===== src/rtl/alu_pkg.sv =====
// Shared definitions for the ALU and its operand sequencer.
// Latency: n/a (types and constants only).
// Backpressure: n/a.
package alu_pkg;

  localparam logic [1:0] OP_MUL = 2'b00;
  localparam logic [1:0] OP_SUB = 2'b01;
  localparam logic [1:0] OP_AND = 2'b10;
  localparam logic [1:0] OP_XOR = 2'b11;

  localparam int FLAG_Z = 3;
  localparam int FLAG_N = 2;
  localparam int FLAG_C = 1;
  localparam int FLAG_V = 0;

  typedef enum logic [1:0] {
    GET_A  = 2'd0,
    GET_B  = 2'd1,
    EXEC   = 2'd2,
    RESULT = 2'd3
  } seq_state_t;

endpackage


===== src/rtl/alu_operand_sequencer_if.sv =====
// Operand-in / result-out handshake bundle for the operand sequencer.
// Latency: n/a (wiring only).
// Backpressure: in_ready/out_ready carry the valid-ready stalls.
interface alu_operand_sequencer_if #(
  parameter int WIDTH  = 4,
  parameter int RWIDTH = 2*WIDTH
) ();
  logic              in_valid;
  logic              in_ready;
  logic [WIDTH-1:0]  in_data;
  logic [1:0]        in_op;
  logic              out_valid;
  logic              out_ready;
  logic [RWIDTH-1:0] out_R;
  logic [3:0]        out_flags;

  // Sequencer side: consumes operand beats, produces results.
  modport slave (
    input  in_valid, in_data, in_op, out_ready,
    output in_ready, out_valid, out_R, out_flags
  );

  // Environment side: produces operand beats, consumes results.
  modport master (
    output in_valid, in_data, in_op, out_ready,
    input  in_ready, out_valid, out_R, out_flags
  );
endinterface


===== src/rtl/alu_operand_sequencer.sv =====
// Collects A then B+opcode, drives the ALU for one cycle, holds the result.
// Latency: result valid one cycle after the B beat is accepted.
// Backpressure: in_ready low outside GET_A/GET_B; result held while out_ready low.
module alu_operand_sequencer
  import alu_pkg::*;
#(
  parameter int WIDTH  = 4,
  parameter int RWIDTH = 2*WIDTH
) (
  input  logic                    clk,
  input  logic                    rst_n,
  input  logic                    clear,
  alu_operand_sequencer_if.slave  bus,
  output logic [WIDTH-1:0]        alu_A,
  output logic [WIDTH-1:0]        alu_B,
  output logic [1:0]              alu_OP,
  input  logic [RWIDTH-1:0]       alu_R,
  input  logic                    alu_Z,
  input  logic                    alu_N,
  input  logic                    alu_C,
  input  logic                    alu_V,
  output logic [7:0]              op_count
);
  seq_state_t state, state_nxt;
  logic       take_a, take_b, deliver;

  assign take_a  = bus.in_valid && bus.in_ready && (state == GET_A);
  assign take_b  = bus.in_valid && bus.in_ready && (state == GET_B);
  assign deliver = bus.out_valid && bus.out_ready;

  // State register.
  always_ff @(posedge clk or negedge rst_n) begin
    if (!rst_n) state <= GET_A;
    else        state <= state_nxt;
  end

  // Next state; clear overrides every transition.
  always_comb begin
    state_nxt = state;
    if (clear) begin
      state_nxt = GET_A;
    end else begin
      unique case (state)
        GET_A:   if (bus.in_valid)  state_nxt = GET_B;
        GET_B:   if (bus.in_valid)  state_nxt = EXEC;
        EXEC:                       state_nxt = RESULT;
        RESULT:  if (bus.out_ready) state_nxt = GET_A;
        default:                    state_nxt = GET_A;
      endcase
    end
  end

  // Handshake outputs decoded from state only (clear just masks them).
  always_comb begin
    bus.in_ready  = !clear && ((state == GET_A) || (state == GET_B));
    bus.out_valid = !clear && (state == RESULT);
  end

  // Operand/opcode capture; held until the next capture beat.
  always_ff @(posedge clk or negedge rst_n) begin
    if (!rst_n) begin
      alu_A  <= '0;
      alu_B  <= '0;
      alu_OP <= OP_MUL;
    end else begin
      if (take_a) alu_A <= bus.in_data;
      if (take_b) begin
        alu_B  <= bus.in_data;
        alu_OP <= bus.in_op;
      end
    end
  end

  // Latch the settled ALU result at the end of EXEC.
  always_ff @(posedge clk or negedge rst_n) begin
    if (!rst_n) begin
      bus.out_R     <= '0;
      bus.out_flags <= '0;
    end else if (!clear && (state == EXEC)) begin
      bus.out_R             <= alu_R;
      bus.out_flags[FLAG_Z] <= alu_Z;
      bus.out_flags[FLAG_N] <= alu_N;
      bus.out_flags[FLAG_C] <= alu_C;
      bus.out_flags[FLAG_V] <= alu_V;
    end
  end

  // Saturating count of delivered results.
  always_ff @(posedge clk or negedge rst_n) begin
    if (!rst_n)                          op_count <= '0;
    else if (deliver && op_count != 8'hFF) op_count <= op_count + 8'd1;
  end

endmodule


===== src/flat_wrapper.sv =====
// flat-port wrapper written by rule: the top's interface ports become plain ports
module alu_operand_sequencer_flat import alu_pkg::*;
#(
  parameter int WIDTH  = 4,
  parameter int RWIDTH = 2*WIDTH
)
  (clk, rst_n, clear, alu_A, alu_B, alu_OP, alu_R, alu_Z, alu_N, alu_C, alu_V, op_count, bus_in_valid, bus_in_data, bus_in_op, bus_out_ready, bus_in_ready, bus_out_valid, bus_out_R, bus_out_flags);
  alu_operand_sequencer_if #(.WIDTH(WIDTH), .RWIDTH(RWIDTH)) bus_i ();
  input  logic clk;
  input  logic rst_n;
  input  logic clear;
  output logic [WIDTH-1:0] alu_A;
  output logic [WIDTH-1:0] alu_B;
  output logic [1:0] alu_OP;
  input  logic [RWIDTH-1:0] alu_R;
  input  logic alu_Z;
  input  logic alu_N;
  input  logic alu_C;
  input  logic alu_V;
  output logic [7:0] op_count;
  input wire logic [$bits(bus_i.in_valid)-1:0] bus_in_valid;
  input wire logic [$bits(bus_i.in_data)-1:0] bus_in_data;
  input wire logic [$bits(bus_i.in_op)-1:0] bus_in_op;
  input wire logic [$bits(bus_i.out_ready)-1:0] bus_out_ready;
  output wire logic [$bits(bus_i.in_ready)-1:0] bus_in_ready;
  output wire logic [$bits(bus_i.out_valid)-1:0] bus_out_valid;
  output wire logic [$bits(bus_i.out_R)-1:0] bus_out_R;
  output wire logic [$bits(bus_i.out_flags)-1:0] bus_out_flags;
  assign bus_i.in_valid = bus_in_valid;
  assign bus_i.in_data = bus_in_data;
  assign bus_i.in_op = bus_in_op;
  assign bus_i.out_ready = bus_out_ready;
  assign bus_in_ready = bus_i.in_ready;
  assign bus_out_valid = bus_i.out_valid;
  assign bus_out_R = bus_i.out_R;
  assign bus_out_flags = bus_i.out_flags;
  alu_operand_sequencer #(.WIDTH(WIDTH), .RWIDTH(RWIDTH)) u_core (.clk(clk), .rst_n(rst_n), .clear(clear), .bus(bus_i), .alu_A(alu_A), .alu_B(alu_B), .alu_OP(alu_OP), .alu_R(alu_R), .alu_Z(alu_Z), .alu_N(alu_N), .alu_C(alu_C), .alu_V(alu_V), .op_count(op_count));
endmodule

===== config.mk =====
export PLATFORM = sky130hd
export DESIGN_NAME = alu_operand_sequencer_flat
export DESIGN_NICKNAME = d
export VERILOG_FILES = /design/src/rtl/alu_pkg.sv /design/src/rtl/alu_operand_sequencer_if.sv /design/src/rtl/alu_operand_sequencer.sv /design/src/flat_wrapper.sv
export SDC_FILE = /design/constraint.sdc
export NUM_CORES = 1
export LEC_CHECK = 0
export CORE_MARGIN = 2
export CORE_UTILIZATION = 43
export DETAILED_ROUTE_END_ITERATION = 6
export PLACE_DENSITY = 0.87
export SLEW_MARGIN = 20
export SYNTH_ARGS = -nofsm -noshare
export SYNTH_HDL_FRONTEND = slang
export SYNTH_SLANG_ARGS = --single-unit

===== constraint.sdc =====
create_clock -name clk -period 1.9 [get_ports clk]
set_clock_uncertainty 0.2 [all_clocks]
set_input_delay 0.38 -clock clk [delete_from_list [all_inputs] [get_ports clk]]
set_output_delay 0.38 -clock clk [all_outputs]
set_load 0.005 [all_outputs]

* Word-level counts from Yosys, hierarchy flattened *
Cells that the tools add are included.
W data, S select, Z words.

word-level totals
  register bits = 32
  bits of input ports = 23
  output and inout bits = 32
  logic and storage cells = 32

operators by class
  add/sub/neg operators = 1
  equality and inequality tests = 7
  muxes and demuxes = 5
  reduce and logical (&&, ||, !) cells = 12

operators by type and width
  operator               number
  $ne A3 B3 Y1 const B   3
  $add A8 B1 Y8 const B  1
  $logic_and A1 B1 Y1    8
  $mux W2                4
  $ne A8 B8 Y1 const B   1
  $pmux W2 S4            1
  $eq A2 B2 Y1 const B   2
  $reduce_and A3 Y1      1
  $eq A2 B1 Y1 const B   1
  $logic_not A2 Y1       1
  $logic_not A1 Y1       1
  $logic_or A1 B1 Y1     1

* Longest topological paths before layout *
  depth in word-level cells = 5
  depth in mapped cells = 6
  mapped depth without buffers = 6

* Worst setup path after synthesis *
No wires, ideal clock.

  kind = register to register
  start point = register u_core.state[1]
  end point = register u_core.op_count[7]
  setup time = 125 ps
  arrival = 1290 ps
  data required time = 1575 ps
  slack = 285 ps
  stages on the path, launching flop included = 6
  buffers on the path = 0
  clock period less this slack = 1615 ps
  cell sequence = dfrtp_1 -> ha_1 -> and3b_2 -> nand4_4 -> nor2_1 -> mux2_2

between the ends
  longest elaborated chain between the ends = 4

ends and longest elaborated chain
  element                 line                         RTL
  from (decl)             alu_operand_sequencer.sv:24  seq_state_t state, state_nxt;
  from (signal assigned)  alu_operand_sequencer.sv:34  else state <= state_nxt;
  $eq A2 B2 Y1            alu_operand_sequencer.sv:56  bus.out_valid = !clear && (state == RESULT);
  $logic_and A1 B1 Y1     alu_operand_sequencer.sv:56
  $logic_and A1 B1 Y1     alu_operand_sequencer.sv:29  assign deliver = bus.out_valid && bus.out_ready;
  $logic_and A1 B1 Y1     alu_operand_sequencer.sv:91  else if (deliver && op_count != 8'hFF) op_count <= op_count + 8'd1;
  to (signal assigned)    alu_operand_sequencer.sv:91
  to (decl)               alu_operand_sequencer.sv:22  output logic [7:0] op_count

Every way passes these cells.
A chain may end at the register's enable or synchronous reset.

* Worst setup path in the final report *
  start point = register u_core.state[1]
  end point = output port bus_in_ready

between the ends
  longest elaborated chain between the ends = 3
  elaborated cells on any way between the ends = 4
  classes of those cells = eq/ne (1); reduce/logical (3)

ends and longest elaborated chain
  element                                                  line                         RTL
  $eq A2 B1 Y1 / $logic_not A2 Y1 (equally long branches)  alu_operand_sequencer.sv:55  bus.in_ready = !clear && ((state == GET_A) || (state == GET_B));
  $logic_or A1 B1 Y1 (*)                                   alu_operand_sequencer.sv:55
  $logic_and A1 B1 Y1 (*)                                  alu_operand_sequencer.sv:55
  to (decl)                                                flat_wrapper.sv:25           output wire logic [$bits(bus_i.in_ready)-1:0] bus_in_ready;

Every way passes the cells marked *; elsewhere a longest branch is shown, timed or not.

==> qor.csv <==
stage,metric,value,unit
sta,final-setup-viol-count,0,
pwr,cellPowerDensity,1353,mW/mm2
clocking,numCtsBuffers,5,
finish,nets,204,
clocking,path_clk_slew,0.10,ns
pwr,p_leak,0.0009855,uW
job,cap_violations,0,
synth,syn-mean-instance-area,14.10,um2
routing,via_count,1080,
worst_hold_path,min-delay-path-class,input pin to asynchronous set/reset pin,
routing,wl,3.376,mm
critical_path,critical_path_class,flip-flop to primary output,
synth,synth.distinct_cells,26,
global_routing,grt_pass1_wl,5.409,mm
sta,max_slew_margin,0.7245,
routing,ant_nets,0,
finish,fin_util,0.7268,
global_routing,grt_max_degree,33,
clocking,cts.sinks,32,
place,io_buffers,54,
global_routing,grtUsageTotal,0.2079,
routing,vias_per_cell,4.887,
sta,tightest_slew,0.4133,ns
sta,rsz0062_at_grt,yes,
finish,syn_to_final_growth,58.65,%
synth,synth-seq-area-share,0.5679,
critical_path,ff2ff_setup_slack,0.05,ns
floorplanning,dieHeight,61.27,um
clocking,clock_latency,0.34,ns
routing,wl_per_cell,15.28,um
routing,dr.pass1.iters,4,
synth,synthTopCellsByArea,"dfrtp_1, mux2_2, ha_1",
clocking,htreeDepth,2,
sta,fin_crit_sh,0.9954,
floorplanning,row_count,20,
finish,fillers,227,
global_routing,antenna_found_initial,0,
clocking,hold_buffers,0,
critical_path,cp.required,1.32,ns
place,gp_congestion,0.7647,
sta,min_period,1.891,ns
synth,synth-seq-cells,32,
run_status,status,finished clean,
place,dp_hpwl,2.360,mm
critical_path,startpoint_type,flip-flop,
synth,yosys_warnings,0,
floorplanning,start_util,0.4581,
floorplanning,io_pins,55,
clocking,cts-root-buf,clkbuf_4,
sta,max_freq,528.7,MHz
finish,antennaDiodeCount,0,
clocking,cts_tree,yes,
clocking,clockBufferDepth,2,
floorplanning,die-area,0.003753,mm2
pwr,peakVddDrop,0.9618,mV
synth,syn_nets,128,
critical_path,end_kind,primary output,
synth,synth_top_area_share,0.5679,
sta,hold_slack,0.2348,ns
synth,synth_top_cell_by_area,dfrtp_1,
sta,final_max_slew_viol_count,0,
critical_path,cp.arrival,1.31,ns
routing,drc_errors,0,
global_routing,grt_pass1_vias,1176,
floorplanning,die_w,61.27,um
synth,netlist_area,0.001410,mm2
finish,drive_gt1_frac,0.3955,
pwr,finalPower,3026,uW
floorplanning,core-area,0.003078,mm2
routing,first_iter_violations,21,
critical_path,critPathMaxFanout,4,
sta,finalHoldViolations,0,
global_routing,grt_overflow,0,
synth,synth_cells,100,
[cell usage after synthesis, drive strengths merged]
master   number
ha            5
and3          2
a21oi         3
nand3         2
dfrtp        32
nand2         6
clkbuf        1
a2bb2oi       1
and2b         2
mux2         24
o22ai         1
mux2i         1
nor2b         1
nand4         1
inv           3
and3b         1
o21ai         1
a211oi        1
o21ba         1
xnor2         2
nor3          1
nor2          6
a31oi         1
xor2          1
[registers in the layout, indices dropped and copies added (netlist names)]
name	cells
u_core.alu_OP	2
u_core.bus.out_R	8
u_core.alu_A	4
u_core.bus.out_flags	4
u_core.op_count	8
u_core.alu_B	4
u_core.state	2
[worst max-delay path, stage by stage (launching register included)]
cell	delay (ns)
dfrtp_1	0.43
inv_2	0.09
ha_4	0.17
nor2_4	0.12
nor2_2	0.04
buf_2	0.13
[logic make-up (layout without fill, tap and decap cells)]
logic type               count (synthesis)  count (layout)  share of synthesized area
adder cells (fa/ha/maj)                  5               5                    0.04437
AND/OR/NAND/NOR                         22              22                     0.1038
XOR/XNOR                                 3               3                    0.01864
AO/OA/AOI/OAI                            9               9                    0.04881
multiplexers                            25              25                     0.1988
flip-flops                              32              32                     0.5679
buffers and inverters                    4              81                    0.01774
[cell usage in the layout, fill, tap and decap left out, drive strengths merged, types with 2 or more instances in the layout]
cell type / instances
and3: 2
clkdlybuf4s50: 51
xnor2: 2
dfrtp: 32
nand3: 2
mux2: 24
and2b: 2
nand2: 6
buf: 18
nor2: 6
inv: 3
ha: 5
clkbuf: 6
a21oi: 3
[routing by layer]
layer  global-route usage  up-vias  routed length (um)
met5                    0        -                   0
met2               0.3723       47                1772
met4              0.09006        0                  81
met1               0.2054      518                1216
li1                     -      504                   -
met3              0.09454       11                 306
[metrics by stage]
stage / cells / worst slack [ns] / area [um2] / setup TNS [ns]
floorplan: 100 / 0.2851 / 1410 / 0
global placement: 202 / -0.2185 / 2042 / -3.635
detailed placement: 202 / -0.2546 / 2042 / -4.589
CTS: 215 / 0.004707 / 2187 / 0
global route: 221 / -0.09082 / 2237 / -0.09082
finish: 221 / 0.008679 / 2237 / 0
[layout make-up]
type | count | area [um2] | area share
clock buffer | 6 | 41.29 | 0.01846
clock inverter | 2 | 35.03 | 0.01566
inverter | 3 | 11.26 | 0.005034
multi-input combinational | 64 | 621.8 | 0.2780
sequential | 32 | 807.0 | 0.3607
tap | 44 | 55.05 | 0.02461
timing repair buffer | 70 | 665.6 | 0.2975
[report_power, final]
group / switching (uW) / internal, uW
combinational: 463 / 925
clock: 239 / 276
sequential: 166 / 957
total: 868 / 2160
[worst paths after layout]
kind                                                 startpoint  cells past startpoint                              end
worst min register to register  u_core.bus.out_R[3]$_DFFE_PN0P_                      1  u_core.bus.out_R[3]$_DFFE_PN0P_
min in group clk                u_core.bus.out_R[3]$_DFFE_PN0P_                      1  u_core.bus.out_R[3]$_DFFE_PN0P_
worst min-delay path                                      rst_n                      2      u_core.state[1]$_DFFE_PN0P_
worst max register to register      u_core.state[1]$_DFFE_PN0P_                      7      u_core.state[0]$_DFFE_PN0P_
max in group asynchronous                                 rst_n                      2   u_core.op_count[2]$_DFFE_PN0P_
worst max-delay path                u_core.state[1]$_DFFE_PN0P_                      5                     bus_in_ready
[what timing repair did]
action                     in CTS  in global routing
setup endpoints to repair       8                  8
gates resized for setup        22                  2
setup buffers                   5                  6
pin swaps                       2                  1
(Power assumes the default switching activity.)
